## src/rtl/sll_sequencer_if.sv

```systemverilog
// Purpose: bundles the sll sequencer's control, operand, borrowed-ALU and writeback signals.
// Latency: wires only; no storage.
// Backpressure: none here; the sequencer pushes back through stall.
// Ports (master = control unit/datapath side, slave = sequencer):
//   start, sll_flag, operand, shamt, alu_result    -> sequencer
//   alu_sel, alu_a, alu_b, alu_ctr, stall, busy,
//   done, result                                   <- sequencer
interface sll_sequencer_if #(
  parameter int WIDTH   = 32,
  parameter int SHAMT_W = 5
);
  logic               start;
  logic               sll_flag;
  logic [WIDTH-1:0]   operand;
  logic [SHAMT_W-1:0] shamt;
  logic [WIDTH-1:0]   alu_result;
  logic               alu_sel;
  logic [WIDTH-1:0]   alu_a;
  logic [WIDTH-1:0]   alu_b;
  logic [3:0]         alu_ctr;
  logic               stall;
  logic               busy;
  logic               done;
  logic [WIDTH-1:0]   result;

  modport master (
    output start, sll_flag, operand, shamt, alu_result,
    input  alu_sel, alu_a, alu_b, alu_ctr, stall, busy, done, result
  );

  modport slave (
    input  start, sll_flag, operand, shamt, alu_result,
    output alu_sel, alu_a, alu_b, alu_ctr, stall, busy, done, result
  );
endinterface

```

## src/rtl/sll_sequencer.sv

```systemverilog
// Purpose: runs sll on the shared adder-only ALU by adding the accumulator to itself shamt times.
// Latency: accept at edge E0, done pulses in the cycle after edge E0+shamt (shamt+1 cycles later).
// Backpressure: stall holds the PC/regfile from the accepting cycle through the last SHIFT cycle.
// Ports:
//   clk, rst_n : clock (rising edge) and asynchronous active-low reset
//   bus        : slave side of sll_sequencer_if (request in, borrowed ALU out/in, stall/done/result out)
module sll_sequencer #(
  parameter int WIDTH   = 32,
  parameter int SHAMT_W = 5
) (
  input logic            clk,
  input logic            rst_n,
  sll_sequencer_if.slave bus
);

  typedef enum logic [1:0] {
    IDLE  = 2'd0,
    SHIFT = 2'd1,
    DONE  = 2'd2
  } state_t;

  localparam logic [3:0] ALU_ADD = 4'b0010;

  state_t             state_q;
  state_t             state_d;
  logic [WIDTH-1:0]   acc_q;
  logic [SHAMT_W-1:0] cnt_q;
  logic [WIDTH-1:0]   result_q;

  logic               accept;
  logic               alu_sel;
  logic [WIDTH-1:0]   alu_a;
  logic [WIDTH-1:0]   alu_b;
  logic [3:0]         alu_ctr;
  logic               stall;
  logic               done;

  // A start is only taken in IDLE; starts in SHIFT/DONE are dropped.
  assign accept = (state_q == IDLE) && bus.start && bus.sll_flag;

  always_comb begin
    state_d = state_q;
    alu_sel = 1'b0;
    alu_a   = '0;
    alu_b   = '0;
    alu_ctr = 4'b0000;
    stall   = 1'b0;
    done    = 1'b0;
    case (state_q)
      IDLE: begin
        // Stall combinationally so the accepting cycle does not advance the PC.
        if (accept) begin
          stall   = 1'b1;
          state_d = (bus.shamt == '0) ? DONE : SHIFT;
        end
      end
      SHIFT: begin
        // acc + acc is a left shift by one on an adder-only ALU.
        alu_sel = 1'b1;
        alu_a   = acc_q;
        alu_b   = acc_q;
        alu_ctr = ALU_ADD;
        stall   = 1'b1;
        if (cnt_q == SHAMT_W'(1)) begin
          state_d = DONE;
        end
      end
      DONE: begin
        // Stall is released here so writeback and PC advance happen together.
        done    = 1'b1;
        state_d = IDLE;
      end
      default: begin
        state_d = IDLE;
      end
    endcase
  end

  always_ff @(posedge clk or negedge rst_n) begin
    if (!rst_n) begin
      state_q  <= IDLE;
      acc_q    <= '0;
      cnt_q    <= '0;
      result_q <= '0;
    end else begin
      state_q <= state_d;
      case (state_q)
        IDLE: begin
          if (accept) begin
            acc_q <= bus.operand;
            cnt_q <= bus.shamt;
            if (bus.shamt == '0) begin
              result_q <= bus.operand;
            end
          end
        end
        SHIFT: begin
          acc_q <= bus.alu_result;
          cnt_q <= cnt_q - SHAMT_W'(1);
          if (cnt_q == SHAMT_W'(1)) begin
            result_q <= bus.alu_result;
          end
        end
        default: begin
        end
      endcase
    end
  end

  assign bus.alu_sel = alu_sel;
  assign bus.alu_a   = alu_a;
  assign bus.alu_b   = alu_b;
  assign bus.alu_ctr = alu_ctr;
  assign bus.stall   = stall;
  assign bus.busy    = (state_q != IDLE);
  assign bus.done    = done;
  assign bus.result  = result_q;

endmodule

```

## src/flat_wrapper.sv

```systemverilog
// flat-port wrapper written by rule: the top's interface ports become plain ports
module sll_sequencer_flat 
#(
  parameter int WIDTH   = 32,
  parameter int SHAMT_W = 5
)
  (clk, rst_n, bus_start, bus_sll_flag, bus_operand, bus_shamt, bus_alu_result, bus_alu_sel, bus_alu_a, bus_alu_b, bus_alu_ctr, bus_stall, bus_busy, bus_done, bus_result);
  sll_sequencer_if #(.WIDTH(WIDTH), .SHAMT_W(SHAMT_W)) bus_i ();
  input logic clk;
  input logic rst_n;
  input wire logic [$bits(bus_i.start)-1:0] bus_start;
  input wire logic [$bits(bus_i.sll_flag)-1:0] bus_sll_flag;
  input wire logic [$bits(bus_i.operand)-1:0] bus_operand;
  input wire logic [$bits(bus_i.shamt)-1:0] bus_shamt;
  input wire logic [$bits(bus_i.alu_result)-1:0] bus_alu_result;
  output wire logic [$bits(bus_i.alu_sel)-1:0] bus_alu_sel;
  output wire logic [$bits(bus_i.alu_a)-1:0] bus_alu_a;
  output wire logic [$bits(bus_i.alu_b)-1:0] bus_alu_b;
  output wire logic [$bits(bus_i.alu_ctr)-1:0] bus_alu_ctr;
  output wire logic [$bits(bus_i.stall)-1:0] bus_stall;
  output wire logic [$bits(bus_i.busy)-1:0] bus_busy;
  output wire logic [$bits(bus_i.done)-1:0] bus_done;
  output wire logic [$bits(bus_i.result)-1:0] bus_result;
  assign bus_i.start = bus_start;
  assign bus_i.sll_flag = bus_sll_flag;
  assign bus_i.operand = bus_operand;
  assign bus_i.shamt = bus_shamt;
  assign bus_i.alu_result = bus_alu_result;
  assign bus_alu_sel = bus_i.alu_sel;
  assign bus_alu_a = bus_i.alu_a;
  assign bus_alu_b = bus_i.alu_b;
  assign bus_alu_ctr = bus_i.alu_ctr;
  assign bus_stall = bus_i.stall;
  assign bus_busy = bus_i.busy;
  assign bus_done = bus_i.done;
  assign bus_result = bus_i.result;
  sll_sequencer #(.WIDTH(WIDTH), .SHAMT_W(SHAMT_W)) u_core (.clk(clk), .rst_n(rst_n), .bus(bus_i));
endmodule
```

## config.mk

```make
export PLATFORM = sky130hd
export DESIGN_NAME = sll_sequencer_flat
export DESIGN_NICKNAME = d
export VERILOG_FILES = /design/src/rtl/sll_sequencer_if.sv /design/src/rtl/sll_sequencer.sv /design/src/flat_wrapper.sv
export SDC_FILE = /design/constraint.sdc
export NUM_CORES = 1
export LEC_CHECK = 0
export CAP_MARGIN = 0
export CORE_AREA = 8 8 105 107
export DETAILED_ROUTE_END_ITERATION = 16
export DIE_AREA = 0 0 113 115
export PLACE_DENSITY_LB_ADDON = 0.12
export SYNTH_ARGS = -nofsm -noshare
export SYNTH_HDL_FRONTEND = slang
export SYNTH_SLANG_ARGS = --single-unit
```

## constraint.sdc

```tcl
create_clock -name clk -period 4.6 [get_ports clk]
set_clock_uncertainty 0.15 [all_clocks]
set_input_delay 1.38 -clock clk [delete_from_list [all_inputs] [get_ports clk]]
set_output_delay 1.38 -clock clk [all_outputs]
set_load 0.05 [all_outputs]
```

[Yosys cells after proc, flatten, opt, wreduce, memory -nomap -nowiden]
Cells that the tools add are included.
Storage, ports and cells
  logic and storage cells: 38
  bits of input ports: 73
  flip-flop bits (word level): 71
  output and inout port bits: 104
  memories kept: 0
  bits in writable memories: 0
  latch bits: 0
  bits in read-only memories: 0
Cells by class
  bitwise gates (word level): 0
  reductions and logical operators: 9
  $mul: 0
  multiplexer cells: 18
  equal/unequal tests: 6
  divide/modulo/power cells: 0
  order comparisons: 0
  $add $sub $neg: 1
  shift operators: 0
Operators with widths (count)
  $mux 32: 5
  $pmux 32 s2: 2
  $pmux 5 s2: 1
  $mux 2: 4
  $eq 5x1->1 const B: 1
  $logic_not 5->1: 1
  $mux 5: 1
  $sub 5x1->5 const B: 1
  $ne 2x1->1 const B: 2
  $pmux 2 s2: 1
  $reduce_and 2->1: 2
  $reduce_and 4->1: 1
  $reduce_bool 2->1: 2
  $mux 1: 3
  $eq 2x1->1 const B: 1
  $eq 2x2->1 const B: 1
  $logic_and 1x1->1: 2
  $logic_not 2->1: 1
  $ne 2x2->1 const B: 1
  $pmux 1 s2: 1

[Longest topological paths before layout]
  depth after elaboration: 5
  depth in mapped cells: 8

[Least setup slack after synthesis]
No wires, ideal clock.
  path type: register to output
  start: register u_core.state_q[1]
  end: output bus_alu_b[22]
  slack: 0.806 ns
  required time: 3.070 ns
  cell stages (with the launch flop): 8
  buffers on the path: 4
  data arrival time: 2.264 ns
  cell sequence: dfrtp_1 -> nand2b_1 -> buf_6 -> clkinv_4 -> buf_12 -> clkbuf_1 -> and2_1 -> buf_4
Between the ends
  longest elaborated chain between the ends: 2
RTL lines
  from (decl): RTL line sll_sequencer.sv:24  | state_t state_q;
  from (signal assigned): RTL line sll_sequencer.sv:86  | state_q <= state_d;
  $eq 2x1->1
  $mux 32
  to (decl): RTL line flat_wrapper.sv:18  | output wire logic [$bits(bus_i.alu_b)-1:0] bus_alu_b;
Every way passes these cells.

[Worst setup path after layout]
  start: register u_core.state_q[0]
  end: output bus_alu_a[15]
Between the ends
  longest elaborated chain between the ends: 2
RTL lines
  $eq 2x1->1: RTL line sll_sequencer.sv:49  | case (state_q)
  $mux 32: RTL line sll_sequencer.sv:49
  to (decl): RTL line flat_wrapper.sv:17  | output wire logic [$bits(bus_i.alu_a)-1:0] bus_alu_a;
Every way passes these cells.

==> impl_metrics.csv <==
group,metric,value,unit
outcome,status,"completed",
sta,rsz0062_at_grt,"no",
clock_network,cts_tree,"done",
placed_design,place_congestion,0.702,
floorplan,fp-row-count,36,
global_routing,grt_overflow,0,
floorplan,coreArea,9460,um^2
floorplan,die_x,113,um
sta,hold_violations,0,
logic_synthesis,ys_seq_area_share,48.4,%
clock_network,cts_buffers,9,
floorplan,io_pins,177,
critical_path,worstPathMaxFanout,64,
sta,fmax,234,MHz
critical_path,slowest_delay,0.72,ns
critical_path,worstSetupPathType,"flip-flop to output port",
final_layout,stdcell_count,612,
worst_hold_path,worst_hold_path_type,"flip-flop to flip-flop",
floorplan,start_util,38.8,%
logic_synthesis,synth_top_area_share,48.4,%
logic_synthesis,syn_area,3670,um^2
logic_synthesis,synthDistinctLibCells,28,
clock_network,clock-root-buffer,"clkbuf_8",
final_layout,nFillCells,872,
final_layout,fin_nets,568,
critical_path,required,3.07,ns
logic_synthesis,synth_largest_area_cell,"dfrtp_1",
clock_network,cts_max_level,3,
logic_synthesis,synth_cells,368,
logic_synthesis,yosys_warnings,0,
sta,setup_viol,0,
route,vias_per_cell,5.01,
clock_network,cts_buffer_depth,2,
global_routing,grt_pass1_vias,3109,
sta,timing.final.crit_share,92.7,%
placed_design,port_buffers,173,
global_routing,grt_pass1_wl,16.0,mm
route,drc,0,
sta,drv_slew,0,
logic_synthesis,synth-main-ff-cell,"dfrtp_1",
clock_network,insertion_delay,0.33,ns
sta,period_needed,4.26,ns
clock_network,clk_pin_slew,0.08,ns
logic_synthesis,yosysMostFrequentCell,"dfrtp_1",
global_routing,grt_use_total,15.4,%
logic_synthesis,avgSynthCellArea,9.98,um^2
sta,relSlewSlack,39.7,%
critical_path,critical_path.endpoint_type,"output port",
sta,worst_slew_pin_slew,0.905,ns
logic_synthesis,yosys-top-cells-count,"71 x dfrtp_1, 38 x buf_4, 36 x a21oi_1",
critical_path,start_kind,"flip-flop",
clock_network,cts-hold-fix-buffers,0,
sta,setup_tns,0,ns
logic_synthesis,synth-edff-count,0,
route,vias,3064,
clock_network,cts_resized,0,
logic_synthesis,yosys_register_bits,71,
critical_path,critical_path.slowest_cell,"clkdlybuf4s50_1",
floorplan,dieArea,13000,um^2
clock_network,cts_sinks,71,
logic_synthesis,synthArstFlopShare,100,%
final_layout,drive_gt1_share,5.42,%
run,cap_violations,0,
final_layout,n_antenna_cell,0,
critical_path,cp_cell_sequence,"nand2b_1 > clkinv_4 > and2_1 > clkdlybuf4s50_1",
final_layout,syn_to_final_growth,46.3,%
placed_design,hpwlAfterDp,7.41,mm
global_routing,antenna_found_initial,0,
route,postRouteAntennaNets,0,
global_routing,grt_max_degree,72,
route,dr.first_iter.drc_count,124,
logic_synthesis,synth_area_leaders,"dfrtp_1 48%, mux2i_1 9.0%, buf_4 7.8%",
clock_network,cts_setup_buffers,0,
placed_design,dp_cells,596,
route,dr.pass1.iters,4,
route,drt-total-wl,10.1,mm
critical_path,crit_arrival,2.73,ns
route,wl_per_cell,16.6,um
floorplan,die_y,115,um
==> per-stage QoR <==
| stage | hold WS [ns] | area, um^2 | worst slack (ns) | utilization (%) |
|---|---|---|---|---|
| 2_1_floorplan | 0.337 | 3680 | 0.806 | - |
| 5_1_grt | 0.388 | 5370 | 0.166 | 56.8 |
| 3_3_place_gp | 0.341 | 5180 | 0.653 | 54.8 |
| 3_5_place_dp | 0.347 | 5180 | 0.641 | 54.8 |
| 6_report | 0.363 | 5370 | 0.335 | 56.8 |
| 4_1_cts | 0.362 | 5370 | 0.280 | 56.8 |
==> registers in the layout, indices dropped and copies added, names as in the netlist <==
register / count
u_core.bus.result: 32
u_core.acc_q: 32
u_core.cnt_q: 5
u_core.state_q: 2
==> routing by layer <==
layer	global-route usage (%)	vias up	routed length, um
met5	0	-	0
li1	-	1497	-
met4	5.60	0	129
met1	17.7	1440	4190
met3	6.25	12	920
met2	25.4	115	4900
==> placed cells by master (no fill, tap or decap), types with 2 or more instances in the layout <==
master and count:
a21oi_1 34, conb_1 3, clkbuf_8 10, clkinv_2 3, mux2i_1 33, clkdlybuf4s50_1 171
dfrtp_1 71, inv_1 3, o211ai_1 2, buf_12 2, nand3_1 4, clkbuf_1 2
and2_1 32, nor2_1 35, nand2_1 5, buf_4 4, o21ai_0 35, ha_1 2
o31ai_1 32, a21oi_4 2, nor3_1 2
==> area by class of cell <==
class                           count  area, um^2  area share (%)
Sequential cell                    71        1780            33.1
Multi-Input combinational cell    230        1460            27.2
Inverter                            4        20.0           0.373
Timing Repair Buffer              177        1780            33.2
Clock inverter                      4        45.0           0.839
Tap cell                          114         143            2.66
Clock buffer                       12         145            2.70
==> cells by family after synthesis <==
family,share of synthesized area [%]
other,0.102
adder cells (fa/ha/maj),0.682
multiplexers,9.00
flip-flops,48.4
AND/OR/NAND/NOR,12.2
AO/OA/AOI/OAI,16.9
buffers and inverters,12.7
==> critical path, delay by kind of cell (launching register included) <==
family,cells,cell delay (ns)
DFF,1,0.45
buffers and inverters,2,1.23
and+or+nand+nor,2,0.70
==> path summary, 6_finish.rpt <==
kind,slack (ns),start,cells past startpoint,endpoint
setup / recovery,0.34,u_core.state_q[0],4,bus_alu_a[15]
hold / removal,0.36,u_core.bus.result[14],2,u_core.bus.result[14]
setup reg to reg,1.82,u_core.state_q[0],6,u_core.bus.result[19]
hold reg to reg,0.36,u_core.bus.result[14],2,u_core.bus.result[14]
max in group asynchronous,2.69,rst_n,1,u_core.bus.result[15]
min in group asynchronous,1.02,rst_n,1,u_core.cnt_q[0]
Power is not shown: default switching activity piles up to over one toggle a cycle in this logic, so the estimate is an artifact.
